==> config.mk <==
export PLATFORM = sky130hd
export DESIGN_NAME = mem_stage_flat
export DESIGN_NICKNAME = d
export VERILOG_FILES = /design/src/rtl/pipe_pkg.sv /design/src/rtl/mem_stage_if.sv /design/src/rtl/mem_stage_load_align.sv /design/src/rtl/mem_stage.sv /design/src/flat_wrapper.sv
export SDC_FILE = /design/constraint.sdc
export NUM_CORES = 1
export LEC_CHECK = 0
export ABC_AREA = 1
export CAP_MARGIN = 10
export CORE_AREA = 2 2 123 125
export CTS_CLUSTER_SIZE = 30
export DETAILED_ROUTE_END_ITERATION = 6
export DIE_AREA = 0 0 125 127
export PLACE_DENSITY = 0.77
export SLEW_MARGIN = 20
export SYNTH_ARGS = -nofsm -noshare
export SYNTH_HDL_FRONTEND = slang
export SYNTH_SLANG_ARGS = --single-unit
==> constraint.sdc <==
create_clock -name clk -period 2.4 [get_ports clk]
set_input_delay 0.48 -clock clk [delete_from_list [all_inputs] [get_ports clk]]
set_output_delay 0.48 -clock clk [all_outputs]
set_load 0.02 [all_outputs]
==> src/rtl/pipe_pkg.sv <==
// Shared pipeline definitions: execute->memory and memory->writeback bus layouts
// and the memory-stage state encoding.
package pipe_pkg;

  localparam int unsigned EXE_MEM_W = 78;
  localparam int unsigned MEM_WB_W  = 71;

  // execute -> memory field offsets (LSB positions)
  localparam int unsigned IN_EXC      = 0;
  localparam int unsigned IN_REQ      = 1;
  localparam int unsigned IN_LDW      = 2;
  localparam int unsigned IN_LDHU     = 3;
  localparam int unsigned IN_LDH      = 4;
  localparam int unsigned IN_LDBU     = 5;
  localparam int unsigned IN_LDB      = 6;
  localparam int unsigned IN_PC_LSB   = 7;
  localparam int unsigned IN_RES_LSB  = 39;
  localparam int unsigned IN_DEST_LSB = 71;
  localparam int unsigned IN_GRWE     = 76;
  localparam int unsigned IN_RFM      = 77;

  // memory -> writeback field offsets
  localparam int unsigned OUT_EXC       = 0;
  localparam int unsigned OUT_PC_LSB    = 1;
  localparam int unsigned OUT_WDATA_LSB = 33;
  localparam int unsigned OUT_DEST_LSB  = 65;
  localparam int unsigned OUT_GRWE      = 70;

  localparam logic [1:0] S_IDLE = 2'd0;
  localparam logic [1:0] S_WAIT = 2'd1;
  localparam logic [1:0] S_HOLD = 2'd2;

endpackage

==> src/rtl/mem_stage_if.sv <==
// Handshake, bus, SRAM-response and hazard signals of the memory stage.
interface mem_stage_if
  import pipe_pkg::*;
#(
  parameter int unsigned IN_W  = EXE_MEM_W,
  parameter int unsigned OUT_W = MEM_WB_W
);
  logic             exe_to_mem_valid;
  logic [IN_W-1:0]  exe_to_mem_bus;
  logic             mem_allow;
  logic             wb_allow;
  logic             mem_to_wb_valid;
  logic [OUT_W-1:0] mem_to_wb_bus;
  logic             data_sram_data_ok;
  logic [31:0]      data_sram_rdata;
  logic             wb_exception;
  logic             mem_exception;
  logic [4:0]       mem_dest;
  logic [31:0]      mem_value;
  logic             mem_load_stall;

  modport master (
    output exe_to_mem_valid, exe_to_mem_bus, wb_allow,
           data_sram_data_ok, data_sram_rdata, wb_exception,
    input  mem_allow, mem_to_wb_valid, mem_to_wb_bus,
           mem_exception, mem_dest, mem_value, mem_load_stall
  );

  modport slave (
    input  exe_to_mem_valid, exe_to_mem_bus, wb_allow,
           data_sram_data_ok, data_sram_rdata, wb_exception,
    output mem_allow, mem_to_wb_valid, mem_to_wb_bus,
           mem_exception, mem_dest, mem_value, mem_load_stall
  );
endinterface

==> src/rtl/mem_stage_load_align.sv <==
// Combinational load-data extraction: selects byte/half by address offset and
// sign- or zero-extends it to 32 bits.
module load_align (
  input  logic [1:0]  off_i,
  input  logic        ld_b_i,
  input  logic        ld_bu_i,
  input  logic        ld_h_i,
  input  logic        ld_hu_i,
  input  logic        ld_w_i,
  input  logic [31:0] raw_i,
  output logic [31:0] value_o
);
  logic [7:0]  byte_v;
  logic [15:0] half_v;

  always_comb begin
    byte_v = '0;
    case (off_i)
      2'd0:    byte_v = raw_i[7:0];
      2'd1:    byte_v = raw_i[15:8];
      2'd2:    byte_v = raw_i[23:16];
      default: byte_v = raw_i[31:24];
    endcase
    half_v = off_i[1] ? raw_i[31:16] : raw_i[15:0];
  end

  always_comb begin
    value_o = '0;
    if (ld_b_i)       value_o = {{24{byte_v[7]}}, byte_v};
    else if (ld_bu_i) value_o = {24'h0, byte_v};
    else if (ld_h_i)  value_o = {{16{half_v[15]}}, half_v};
    else if (ld_hu_i) value_o = {16'h0, half_v};
    else if (ld_w_i)  value_o = raw_i;
  end
endmodule

==> src/rtl/mem_stage.sv <==
// Memory-access pipeline stage: waits for in-order data-SRAM responses, aligns
// load data, discards responses orphaned by flushes, and publishes hazard info.
module mem_stage
  import pipe_pkg::*;
#(
  parameter int unsigned IN_W   = EXE_MEM_W,
  parameter int unsigned OUT_W  = MEM_WB_W,
  parameter int unsigned DROP_W = 2
) (
  input  logic        clk,
  input  logic        resetn,
  mem_stage_if.slave  io
);
  logic              valid_q, valid_d;
  logic [IN_W-1:0]   bus_q, bus_d;
  logic [1:0]        state_q, state_d;
  logic [31:0]       rdata_buf_q, rdata_buf_d;
  logic [DROP_W-1:0] drop_cnt_q, drop_cnt_d;

  logic        rfm, gr_we, req_sent, exc;
  logic [4:0]  dest;
  logic [31:0] result, pc, ld_val, raw, wdata;
  logic        live_ok, data_have, mem_go, mem_allow, load, in_req;
  logic        drop_inc, drop_dec;
  logic [OUT_W-1:0] out_bus;

  assign rfm      = bus_q[IN_RFM];
  assign gr_we    = bus_q[IN_GRWE];
  assign dest     = bus_q[IN_DEST_LSB +: 5];
  assign result   = bus_q[IN_RES_LSB +: 32];
  assign pc       = bus_q[IN_PC_LSB +: 32];
  assign req_sent = bus_q[IN_REQ];
  assign exc      = bus_q[IN_EXC];

  assign live_ok   = io.data_sram_data_ok & (drop_cnt_q == '0);
  assign data_have = (state_q == S_HOLD) | ((state_q == S_WAIT) & live_ok);
  assign mem_go    = ~req_sent | data_have;
  assign mem_allow = ~valid_q | (mem_go & io.wb_allow);
  assign load      = mem_allow & io.exe_to_mem_valid & ~io.wb_exception;
  assign in_req    = io.exe_to_mem_bus[IN_REQ] & ~io.exe_to_mem_bus[IN_EXC];

  // A flush while still waiting orphans one response; a strobe seen while
  // orphans are pending retires one. Both together leave the count unchanged.
  assign drop_inc = io.wb_exception & (state_q == S_WAIT) & ~live_ok;
  assign drop_dec = io.data_sram_data_ok & (drop_cnt_q != '0);

  always_comb begin
    valid_d     = valid_q;
    bus_d       = bus_q;
    state_d     = state_q;
    rdata_buf_d = rdata_buf_q;
    drop_cnt_d  = drop_cnt_q;

    if (io.wb_exception) begin
      valid_d = 1'b0;
      state_d = S_IDLE;
    end else if (load) begin
      valid_d = 1'b1;
      bus_d   = io.exe_to_mem_bus;
      state_d = in_req ? S_WAIT : S_IDLE;
    end else if (mem_allow) begin
      valid_d = 1'b0;
      state_d = S_IDLE;
    end else if ((state_q == S_WAIT) & live_ok) begin
      rdata_buf_d = io.data_sram_rdata;
      state_d     = S_HOLD;
    end

    if (drop_inc & ~drop_dec)      drop_cnt_d = drop_cnt_q + 1'b1;
    else if (drop_dec & ~drop_inc) drop_cnt_d = drop_cnt_q - 1'b1;
  end

  always_ff @(posedge clk) begin
    if (!resetn) begin
      valid_q     <= 1'b0;
      bus_q       <= '0;
      state_q     <= S_IDLE;
      rdata_buf_q <= '0;
      drop_cnt_q  <= '0;
    end else begin
      valid_q     <= valid_d;
      bus_q       <= bus_d;
      state_q     <= state_d;
      rdata_buf_q <= rdata_buf_d;
      drop_cnt_q  <= drop_cnt_d;
    end
  end

  a_drop_no_overflow: assert property (@(posedge clk) disable iff (!resetn)
    !(drop_inc && !drop_dec && (drop_cnt_q == '1)));

  assign raw = (state_q == S_HOLD) ? rdata_buf_q : io.data_sram_rdata;

  load_align u_load_align (
    .off_i   (result[1:0]),
    .ld_b_i  (bus_q[IN_LDB]),
    .ld_bu_i (bus_q[IN_LDBU]),
    .ld_h_i  (bus_q[IN_LDH]),
    .ld_hu_i (bus_q[IN_LDHU]),
    .ld_w_i  (bus_q[IN_LDW]),
    .raw_i   (raw),
    .value_o (ld_val)
  );

  assign wdata   = rfm ? ld_val : result;
  assign out_bus = {gr_we, dest, wdata, pc, exc};

  assign io.mem_allow       = mem_allow;
  assign io.mem_to_wb_valid = valid_q & mem_go;
  assign io.mem_to_wb_bus   = out_bus;
  assign io.mem_exception   = valid_q & exc;
  assign io.mem_dest        = (valid_q & gr_we) ? dest : 5'd0;
  assign io.mem_value       = wdata;
  assign io.mem_load_stall  = valid_q & rfm & ~data_have;
endmodule

==> src/flat_wrapper.sv <==
// flat-port wrapper written by rule: the top's interface ports become plain ports
module mem_stage_flat import pipe_pkg::*;
#(
  parameter int unsigned IN_W   = EXE_MEM_W,
  parameter int unsigned OUT_W  = MEM_WB_W,
  parameter int unsigned DROP_W = 2
)
  (clk, resetn, io_exe_to_mem_valid, io_exe_to_mem_bus, io_wb_allow, io_data_sram_data_ok, io_data_sram_rdata, io_wb_exception, io_mem_allow, io_mem_to_wb_valid, io_mem_to_wb_bus, io_mem_exception, io_mem_dest, io_mem_value, io_mem_load_stall);
  mem_stage_if #(.IN_W(IN_W), .OUT_W(OUT_W)) io_i ();
  input  logic clk;
  input  logic resetn;
  input wire logic [$bits(io_i.exe_to_mem_valid)-1:0] io_exe_to_mem_valid;
  input wire logic [$bits(io_i.exe_to_mem_bus)-1:0] io_exe_to_mem_bus;
  input wire logic [$bits(io_i.wb_allow)-1:0] io_wb_allow;
  input wire logic [$bits(io_i.data_sram_data_ok)-1:0] io_data_sram_data_ok;
  input wire logic [$bits(io_i.data_sram_rdata)-1:0] io_data_sram_rdata;
  input wire logic [$bits(io_i.wb_exception)-1:0] io_wb_exception;
  output wire logic [$bits(io_i.mem_allow)-1:0] io_mem_allow;
  output wire logic [$bits(io_i.mem_to_wb_valid)-1:0] io_mem_to_wb_valid;
  output wire logic [$bits(io_i.mem_to_wb_bus)-1:0] io_mem_to_wb_bus;
  output wire logic [$bits(io_i.mem_exception)-1:0] io_mem_exception;
  output wire logic [$bits(io_i.mem_dest)-1:0] io_mem_dest;
  output wire logic [$bits(io_i.mem_value)-1:0] io_mem_value;
  output wire logic [$bits(io_i.mem_load_stall)-1:0] io_mem_load_stall;
  assign io_i.exe_to_mem_valid = io_exe_to_mem_valid;
  assign io_i.exe_to_mem_bus = io_exe_to_mem_bus;
  assign io_i.wb_allow = io_wb_allow;
  assign io_i.data_sram_data_ok = io_data_sram_data_ok;
  assign io_i.data_sram_rdata = io_data_sram_rdata;
  assign io_i.wb_exception = io_wb_exception;
  assign io_mem_allow = io_i.mem_allow;
  assign io_mem_to_wb_valid = io_i.mem_to_wb_valid;
  assign io_mem_to_wb_bus = io_i.mem_to_wb_bus;
  assign io_mem_exception = io_i.mem_exception;
  assign io_mem_dest = io_i.mem_dest;
  assign io_mem_value = io_i.mem_value;
  assign io_mem_load_stall = io_i.mem_load_stall;
  mem_stage #(.IN_W(IN_W), .OUT_W(OUT_W), .DROP_W(DROP_W)) u_core (.clk(clk), .resetn(resetn), .io(io_i));
endmodule
==> qor.csv, run 1 <==
stage,metric,value,unit
route,vias,7477,
global_routing,grt_overflow,0,
place,post_dp_cell_area,0.00881,sq mm
global_routing,grt_pass1_wl,35.4,mm
cells_and_area,final_cells,1430,
clock_network,cts_tree,yes,
cells_and_area,n_antenna_cell,0,
global_routing,track_usage,27.6,%
route,wl_per_cell,16.1,um
cells_and_area,syn2layout_area_growth,52.3,%
logic_synthesis,synth_area_per_cell,6.30,sq um
critical_path,cp-endpoint,io_mem_to_wb_bus[56],
timing,holdWs,0.458,ns
logic_synthesis,yosysTopAreaCell,dfxtp_1,
critical_path,r2r_cells,11,
clock_network,htreeDepth,4,
floorplan,design.portCount,228,
floorplan,initial_core_util,45.8,%
timing,fin_crit,2.59,ns
logic_synthesis,synth_edf_count,0,
timing,max_freq,0.387,GHz
global_routing,antenna_found_initial,0,
min_path,hold_class,reg -> reg,
route,vias_per_cell,5.23,
min_path,worstHoldStart,u_core.bus_q[63]$_SDFFE_PN0P_,
critical_path,path_max_fanout,6,
critical_path,reg2reg_from,u_core.state_q[0]$_SDFFE_PP0P_,
global_routing,grt_pass1_vias,6947,
logic_synthesis,synth_most_common_cell,nand2_1,
timing,fin_crit_sh,108,%
logic_synthesis,synth_common_cells,"343 x nand2_1, 126 x nand3_1, 115 x dfxtp_1",
route,dr.pass1.iters,5,
route,drt_iter0_markers,618,
logic_synthesis,synth_ff_type,dfxtp_1,
clock_network,cts_root_buf,clkbuf_16,
logic_synthesis,synth-warning-count,0,
critical_path,r2r_setup_slack,0.42,ns
critical_path,critPathLaunchType,flop,
clock_network,clk_pin_slew,0.06,ns
logic_synthesis,netlist_area,0.00661,sq mm
run_status,status,finished with violations,
timing,clock-skew-final,0.0144,ns
logic_synthesis,ys_seq_area_share,34.8,%
critical_path,crit_path_start,u_core.state_q[0]$_SDFFE_PP0P_,
place,routabilityCongestion,0.970,
route,drc,0,
logic_synthesis,ys_types,24,
logic_synthesis,netlist_instances,1050,
logic_synthesis,ys_seq_elements,115,
timing,slew_headroom,67.3,%
critical_path,required,1.92,ns
critical_path,reg2reg_to,u_core.bus_q[53]$_SDFFE_PN0P_,
job,maxCapViolCount,0,
run_status,violations,negative setup slack,
floorplan,fp.dieW,125,um
power_and_ir_drop,power.total,5.74,mW
timing,maxSlewViolCount,0,
route,ant_nets,0,
critical_path,worstSetupPathType,reg -> out,
timing,setup_ws,-0.187,ns
clock_network,clockBufferDepth,2,
power_and_ir_drop,p_leak,4.46,nW
global_routing,grt_max_degree,79,
floorplan,core_area,0.0144,sq mm
logic_synthesis,synth-async-reset-ratio,0,%
cells_and_area,layout-drive-gt1-share,24.4,%
floorplan,die-area,0.0159,sq mm
place,portBuffers,227,
logic_synthesis,synth_fp_nets,1167,
clock_network,clkLatencyLatePin,0.42,ns
place,dpl.cell_count,1386,
power_and_ir_drop,peakVddDrop,469,uV
timing,setup_violations,62,
logic_synthesis,synth_area_leaders,"dfxtp_1 35%, nand2_1 19%, nand3_1 9.5%",
cells_and_area,fin_nets,1350,
floorplan,die_h,127,um
timing,hold_viol,0,
clock_network,clock_sinks,115,
place,hpwl,15.5,mm
floorplan,rows,44,
clock_network,cts_inserted_buffers,17,
route,routed_wl,23.1,mm
critical_path,cp.arrival,2.11,ns
critical_path,worstSetupEndpointType,output pin,
logic_synthesis,synth_top_area_share,34.8,%
cells_and_area,fin_area,0.0101,sq mm
power_and_ir_drop,power_density,570,mW/mm^2
timing,rsz0062_at_grt,true,
timing,tightest_slew,0.490,ns
cells_and_area,final_core_util,69.8,%
critical path, cell delays in order (launching register included):
cell       delay, ns
dfxtp_4         0.35
buf_6           0.12
nor2_4          0.15
nand2_2         0.08
nand2_2         0.09
nand2_2         0.07
nand3_4         0.09
nand3_4         0.16
clkbuf_16       0.21
nand2_2         0.07
nand2_2         0.05
nand2_2         0.10
buf_6           0.12
registers in the layout (all words and copies together) (netlist names):
register / flops
u_core.bus_q: 78
u_core.drop_cnt_q: 2
u_core.rdata_buf_q: 32
u_core.state_q: 2
u_core.valid_q: 1
power breakdown:
group	switching [mW]	internal, mW	total [mW]
combinational	0.641	0.563	1.20
sequential	0.0421	1.98	2.02
clock	0.958	1.56	2.52
total	1.64	4.10	5.74
layout by cell type (no fill, tap or decap), drive strengths merged:
cell type	instances
xor2	1
or2	3
bufinv	2
inv	72
a21oi	96
o21ai	45
ha	1
nand2	349
clkbuf	20
dlygate4sd2	2
clkdlybuf4s15	1
dfxtp	115
and2	1
clkdlybuf4s50	160
a211oi	1
o211ai	7
clkinvlp	2
nand4	12
nor2	82
buf	137
clkinv	8
nand3	129
how the worst min path moves through the flow:
stage,endpoint,depth (start not counted)
2_1_floorplan,u_core.bus_q[44]$_SDFFE_PN0P_,2
3_3_place_gp,u_core.rdata_buf_q[5]$_SDFFE_PN0P_,2
3_5_place_dp,u_core.rdata_buf_q[17]$_SDFFE_PN0P_,2
4_1_cts,u_core.bus_q[44]$_SDFFE_PN0P_,2
5_1_grt,u_core.bus_q[36]$_SDFFE_PN0P_,2
6_report,u_core.bus_q[63]$_SDFFE_PN0P_,2
cell type report:
cell class	instances	area (sq um)
clock inverter	14	155
sequential	115	2310
inverter	70	268
tap	184	230
multi-input combinational	727	3620
fill	1205	4360
timing repair buffer	302	3040
clock buffer	18	439
logic make-up (layout without fill, tap and decap cells):
group,after synthesis,in the layout,synth area share (%)
AND/OR/NAND/NOR,575,576,36.2
buffers and inverters,209,404,17.1
AO/OA/AOI/OAI,149,149,11.6
flip-flops,115,115,34.8
adder cells (fa/ha/maj),1,1,0.189
XOR/XNOR,1,1,0.132
stage by stage:
step           worst slack, ns  TNS (ns)
6_report                -0.187     -8.72
5_1_grt                 -0.306    -16.29
4_1_cts                 -0.138     -5.17
3_5_place_dp            -0.588    -32.63
3_3_place_gp            -0.598    -32.16
2_1_floorplan           0.0607         0
what timing repair did:
action | in CTS | in global routing
buffers inserted | 1 | 5
pin swaps | 13 | 28
setup endpoints to repair | 67 | 65
hold buffers | 0 | 0
gates resized for setup | 403 | 123
cloned | 3 | 3
metal layers:
| layer | vias up | part of all wire [%] | GRT usage, % |
|---|---|---|---|
| met4 | 0 | 3.2 | 10.6 |
| met5 | - | 0 | 0 |
| li1 | 3655 | - | - |
| met2 | 352 | 49 | 46.3 |
| met1 | 3420 | 39 | 33.2 |
| met3 | 50 | 8.7 | 8.71 |
(Power assumes the default switching activity.)
==> run 2, diff against run 1 <==
CORE_AREA = 2 2 113 137   (was 2 2 123 125)
DIE_AREA = 0 0 115 139   (was 0 0 125 127)
==> qor.csv, run 2 (same netlist as run 1, synthesis figures left out) <==
stage,metric,value,unit,change
timing,setup_violations,58,,-6.5%
place,hpwl,15.3,mm,-1.2%
timing,holdWs,0.457,ns,-0.00127 ns
route,drc,0,,unchanged
global_routing,track_usage,26.2,%,-1.3 points
clock_network,cts_hold_buffers,0,,unchanged
place,portBuffers,227,,unchanged
global_routing,grt_overflow,0,,unchanged
critical_path,path_max_fanout,6,,unchanged
critical_path,critPathLaunchType,flop,,
place,dp_slack,-0.623,ns,-0.0342 ns
critical_path,required,1.92,ns,about the same
critical_path,worstSetupPathType,reg -> out,,
job,maxCapViolCount,0,,unchanged
floorplan,fp.dieW,115,um,-8.0%
clock_network,cts_root_buf,clkbuf_16,,
run_status,status,finished with violations,,
clock_network,clk_pin_slew,0.05,ns,about the same
timing,slew_headroom,75.7,%,+8.4 points
timing,hold_viol,0,,unchanged
route,routed_wl,21.6,mm,-6.4%
clock_network,htreeDepth,4,,unchanged
floorplan,core_area,0.0147,sq mm,+2.0%
run_status,violations,negative setup slack,,
clock_network,clkLatencyLatePin,0.42,ns,about the same
timing,maxSlewViolCount,0,,unchanged
global_routing,antenna_found_initial,0,,unchanged
timing,tightest_slew,0.364,ns,-0.126 ns
floorplan,die_h,139,um,+9.4%
floorplan,design.portCount,228,,unchanged
cells_and_area,fin_area,0.00999,sq mm,-0.72%
timing,fin_crit_sh,107,%,-0.57 points
power_and_ir_drop,power.total,5.81,mW,+1.2%
clock_network,cts_inserted_buffers,17,,unchanged
min_path,hold_class,reg -> reg,,
power_and_ir_drop,power_density,581,mW/mm^2,+1.9%
cells_and_area,fillers,1223,,+1.5%
power_and_ir_drop,peakVddDrop,466,uV,-0.71%
timing,setup_ws,-0.174,ns,+0.0136 ns
timing,clock-skew-final,0.00626,ns,-0.00811 ns
min_path,min_path_cells,2,,unchanged
cells_and_area,n_antenna_cell,0,,unchanged
critical_path,worstSetupEndpointType,output pin,,
floorplan,rows,49,,+11%
power_and_ir_drop,p_leak,4.43,nW,-0.71%
cells_and_area,syn2layout_area_growth,51.2,%,
floorplan,initial_core_util,44.9,%,-0.90 points
clock_network,cts_tree,yes,,
route,vias_per_cell,5.13,,-1.9%
floorplan,die-area,0.0160,sq mm,+0.69%
route,dr.pass1.iters,5,,unchanged
cells_and_area,largest_reg_flops,78,,unchanged
critical_path,r2r_cells,11,,unchanged
clock_network,clockBufferDepth,2,,unchanged
critical_path,cp.arrival,2.09,ns,-0.02 ns
global_routing,grt_max_degree,71,,-10%
cells_and_area,final_cell_mix,"271 x nand2_1, 160 x clkdlybuf4s50_1, 115 x nand3_1",,
place,routabilityCongestion,0.992,,+2.4%
cells_and_area,largestRegisters,"u_core.bus_q x78, u_core.rdata_buf_q x32",,
timing,max_freq,0.389,GHz,+0.53%
place,post_dp_cell_area,0.00882,sq mm,+0.17%
critical_path,r2r_setup_slack,0.43,ns,about the same
cells_and_area,regMostFlops,u_core.bus_q,,
timing,rsz0062_at_grt,true,,
clock_network,clock_sinks,115,,unchanged
timing,totalNegativeSetupSlack,-7.76,ns,+0.958 ns
route,drt_iter0_markers,447,,-28%
cells_and_area,layout-drive-gt1-share,23.3,%,-1.1 points
route,wl_per_cell,15.2,um,-5.5%
route,ant_nets,0,,unchanged
global_routing,grt_pass1_wl,33.3,mm,-5.9%
cells_and_area,fin_nets,1343,,-0.52%
global_routing,grt_pass1_vias,6786,,-2.3%
cells_and_area,layout_commonest_cell,nand2_1,,
timing,fin_crit,2.57,ns,-0.0136 ns
route,vias,7269,,-2.8%
[run 2: where the power goes]
group	internal, mW	leakage, nW	switching [mW]
Sequential	1.98	0.938	0.0440
Combinational	0.563	3.20	0.619
Clock	1.68	0.291	0.927
[run 2: worst paths after layout]
check	start	to
max reg2reg	u_core.state_q[0]$_SDFFE_PP0P_	u_core.bus_q[19]$_SDFFE_PN0P_
min	u_core.bus_q[65]$_SDFFE_PN0P_	u_core.bus_q[65]$_SDFFE_PN0P_
max	u_core.state_q[1]$_SDFFE_PP0P_	io_mem_to_wb_bus[58]
min reg2reg	u_core.bus_q[65]$_SDFFE_PN0P_	u_core.bus_q[65]$_SDFFE_PN0P_
[run 2: critical path, cell delays in order (launching register included)]
cell and delay, ns:
dfxtp_4 0.37, buf_6 0.10, inv_4 0.03, nor2_4 0.17, nand2_2 0.10, nand2_2 0.07, nand2_2 0.05, nand3_2 0.08
nand3_4 0.14, buf_12 0.18, nand2_1 0.06, nand2_1 0.09, nand2_2 0.10, buf_6 0.12
[run 2: routing by layer]
metal / track usage (%) / routed length [um]
met5: 0 / 0
met3: 6.64 / 1400
met4: 13.1 / 839
met1: 30.8 / 8670
met2: 43.9 / 10700
[run 2: per-stage QoR]
stage               util, %  std cells
detailed placement     60.0       1379
finish                 67.9       1417
global placement       60.0       1379
global route           67.9       1417
CTS                    63.7       1412
floorplan                 -       1050
[run 2: final cells by class]
class	instances	area, sq um	area share (%)
Inverter	70	265	2.65
Tap cell	178	223	2.23
Multi-Input combinational cell	726	3590	35.9
Sequential cell	115	2310	23.1
Clock buffer	19	453	4.53
Clock inverter	13	158	1.58
Timing Repair Buffer	296	2990	29.9
[run 2: timing repair]
item,4_1_cts,5_1_grt
setup buffers,1,2
resized for setup,348,179
setup endpoints to repair,68,65
gates cloned,0,3
pin swaps,1,38
==> run 3, diff against run 2 <==
CORE_AREA = 2 2 114 138   (was 2 2 113 137)
DIE_AREA = 0 0 116 140   (was 0 0 115 139)
PLACE_DENSITY = 0.76   (was 0.77)
==> qor.csv, run 3 (same netlist as run 1, synthesis figures left out) <==
stage,metric,value,unit,change
timing,rsz0062_at_grt,true,,
power_and_ir_drop,seqPwrFrac,35.3,%,+0.5 points
run_status,status,finished with violations,,
place,hpwl,15.3,mm,-0.13%
global_routing,grt_max_degree,69,,-2.8%
timing,slew_headroom,71.6,%,-4.1 points
route,routed_wl,22.3,mm,+3.2%
power_and_ir_drop,p_leak,4.48,nW,+1.1%
route,wl_per_cell,15.4,um,+0.87%
timing,setup_ws,-0.146,ns,+0.0275 ns
cells_and_area,n_antenna_cell,0,,unchanged
timing,tightest_slew,0.425,ns,+0.0609 ns
floorplan,die_h,140,um,+0.72%
power_and_ir_drop,peakVddDrop,497,uV,+6.7%
timing,maxSlewViolCount,0,,unchanged
clock_network,clock_sinks,115,,unchanged
route,drt_iter0_markers,405,,-9.4%
cells_and_area,seq_area,0.00231,sq mm,about the same
global_routing,grt_pass1_vias,6997,,+3.1%
job,maxCapViolCount,0,,unchanged
cells_and_area,syn2layout_area_growth,53.5,%,
clock_network,cts_root_buf,clkbuf_16,,
route,drc,0,,unchanged
critical_path,path_max_fanout,8,,+2
power_and_ir_drop,p_comb_share,20.7,%,+0.4 points
cells_and_area,layout-drive-gt1-share,23.8,%,+0.43 points
global_routing,track_usage,26.9,%,+0.66 points
timing,holdWs,0.460,ns,+0.00270 ns
floorplan,rows,49,,unchanged
route,vias_per_cell,5.02,,-2.1%
timing,hold_viol,0,,unchanged
power_and_ir_drop,power.share.switching,28.5,%,+1.1 points
floorplan,fp.dieW,116,um,+0.87%
cells_and_area,layout_commonest_cell,nand2_1,,
timing,fin_crit_sh,106,%,-1.1 points
critical_path,worstSetupPathType,reg -> out,,
clock_network,cts_inserted_buffers,17,,unchanged
critical_path,required,1.92,ns,about the same
route,vias,7279,,+0.14%
cells_and_area,largestRegisters,"u_core.bus_q x78, u_core.rdata_buf_q x32",,
power_and_ir_drop,p_clk_share,44.1,%,-0.8 points
power_and_ir_drop,power_density,565,mW/mm^2,-2.8%
critical_path,critPathLaunchType,flop,,
cells_and_area,final_cell_mix,"284 x nand2_1, 160 x clkdlybuf4s50_1, 114 x nand3_1",,
global_routing,grt_pass1_wl,34.4,mm,+3.5%
min_path,hold_class,reg -> reg,,
floorplan,design.portCount,228,,unchanged
floorplan,core_area,0.0148,sq mm,+0.83%
cells_and_area,largest_reg_flops,78,,unchanged
clock_network,cts_tree,yes,,
cells_and_area,regMostFlops,u_core.bus_q,,
critical_path,worstSetupEndpointType,output pin,,
cells_and_area,fillers,1301,,+6.4%
clock_network,clk_pin_slew,0.06,ns,about the same
place,portBuffers,227,,unchanged
global_routing,grt_overflow,0,,unchanged
route,ant_nets,0,,unchanged
timing,fin_crit,2.55,ns,-0.0275 ns
power_and_ir_drop,intPower,4.10,mW,-2.8%
clock_network,htreeDepth,4,,unchanged
global_routing,antenna_found_initial,0,,unchanged
timing,clock-skew-final,0.0113,ns,+0.00500 ns
cells_and_area,multi_input_area,0.00364,sq mm,+1.3%
cells_and_area,fin_nets,1350,,+0.52%
clock_network,clockBufferDepth,2,,unchanged
floorplan,die-area,0.0162,sq mm,+1.6%
route,dr.pass1.iters,5,,unchanged
timing,setup_violations,62,,+6.9%
power_and_ir_drop,p_switching,1.63,mW,+2.8%
clock_network,clkLatencyLatePin,0.43,ns,about the same
critical_path,cp.arrival,2.07,ns,-0.02 ns
timing,max_freq,0.393,GHz,+1.1%
power_and_ir_drop,power.total,5.74,mW,-1.3%
cells_and_area,final_core_util,68.4,%,+0.48 points
place,routabilityCongestion,0.958,,-3.5%
floorplan,initial_core_util,44.6,%,-0.37 points
run_status,violations,negative setup slack,,
-- run 3: cell count changes in the layout (fill, tap and decap cells not counted), sizes merged --
| cell | previous run | this run |
|---|---|---|
| buf | 131 | 137 |
| nand2 | 348 | 349 |
| clkinvlp | 4 | 5 |
| dlygate4sd2 | 3 | 1 |
| clkdlybuf4s15 | 0 | 1 |
| bufinv | 3 | 2 |
| inv | 71 | 72 |
-- run 3: repair_timing --
| action | in CTS | in global routing |
|---|---|---|
| buffers inserted | 4 | 4 |
| gates cloned | 4 | 3 |
| gates resized for setup | 416 | 120 |
| setup endpoints to repair | 72 | 67 |
| pin swaps | 14 | 31 |
| hold buffers | 0 | 0 |
-- run 3: area by class of cell --
| class | instances | area share, % |
|---|---|---|
| timing repair buffer | 302 | 30.4 |
| sequential | 115 | 22.8 |
| clock inverter | 14 | 1.53 |
| tap | 204 | 2.51 |
| clock buffer | 18 | 4.33 |
| inverter | 70 | 2.64 |
| multi-input combinational | 727 | 35.8 |
-- run 3: path summary, 6_finish.rpt --
kind | slack (ns) | cells after the start | endpoint | from
worst min-delay path | 0.46 | 2 | u_core.bus_q[28]$_SDFFE_PN0P_ | u_core.bus_q[28]$_SDFFE_PN0P_
worst min register to register | 0.46 | 2 | u_core.bus_q[28]$_SDFFE_PN0P_ | u_core.bus_q[28]$_SDFFE_PN0P_
worst max-delay path | -0.15 | 12 | io_mem_to_wb_bus[36] | u_core.state_q[0]$_SDFFE_PP0P_
worst max register to register | 0.25 | 13 | u_core.bus_q[27]$_SDFFE_PN0P_ | u_core.state_q[0]$_SDFFE_PP0P_
-- run 3: critical path: stages (launching register included) --
cell and delay, ns:
dfxtp_2 0.33, inv_4 0.08, nand2_8 0.09, buf_12 0.16, buf_12 0.13, buf_16 0.13, nand2_4 0.05, o211ai_1 0.13
nand3_1 0.12, nand3_1 0.07, o21ai_1 0.10, inv_1 0.10, buf_6 0.14
-- run 3: stage by stage --
stage | setup slack, ns | instances | area (sq um) | setup TNS, ns
after global routing | -0.241 | 1450 | 10100 | -12.38
final | -0.146 | 1450 | 10100 | -4.89
after global placement | -0.642 | 1405 | 8880 | -33.70
after detailed placement | -0.653 | 1405 | 8880 | -33.66
after floorplan | 0.0607 | 1050 | 6610 | 0
after CTS | -0.224 | 1445 | 9780 | -6.83
-- run 3: routing by layer --
| metal | up-vias | global-route usage [%] | wire [um] |
|---|---|---|---|
| li1 | 3654 | - | - |
| met1 | 3341 | 31.1 | 8870 |
| met2 | 235 | 45.9 | 11200 |
| met3 | 49 | 7.44 | 1490 |
| met4 | 0 | 11.8 | 777 |
| met5 | - | 0 | 0 |
-- run 3: power by group through the flow --
stage | clock [mW] | combinational [mW] | sequential (mW)
after floorplan | 0 | 0.614 | 2.05
after detailed placement | 0 | 1.09 | 2.06
after global routing | 2.64 | 1.28 | 2.03
final | 2.53 | 1.19 | 2.02
after global placement | 0 | 1.08 | 2.06
after CTS | 2.56 | 1.11 | 2.02
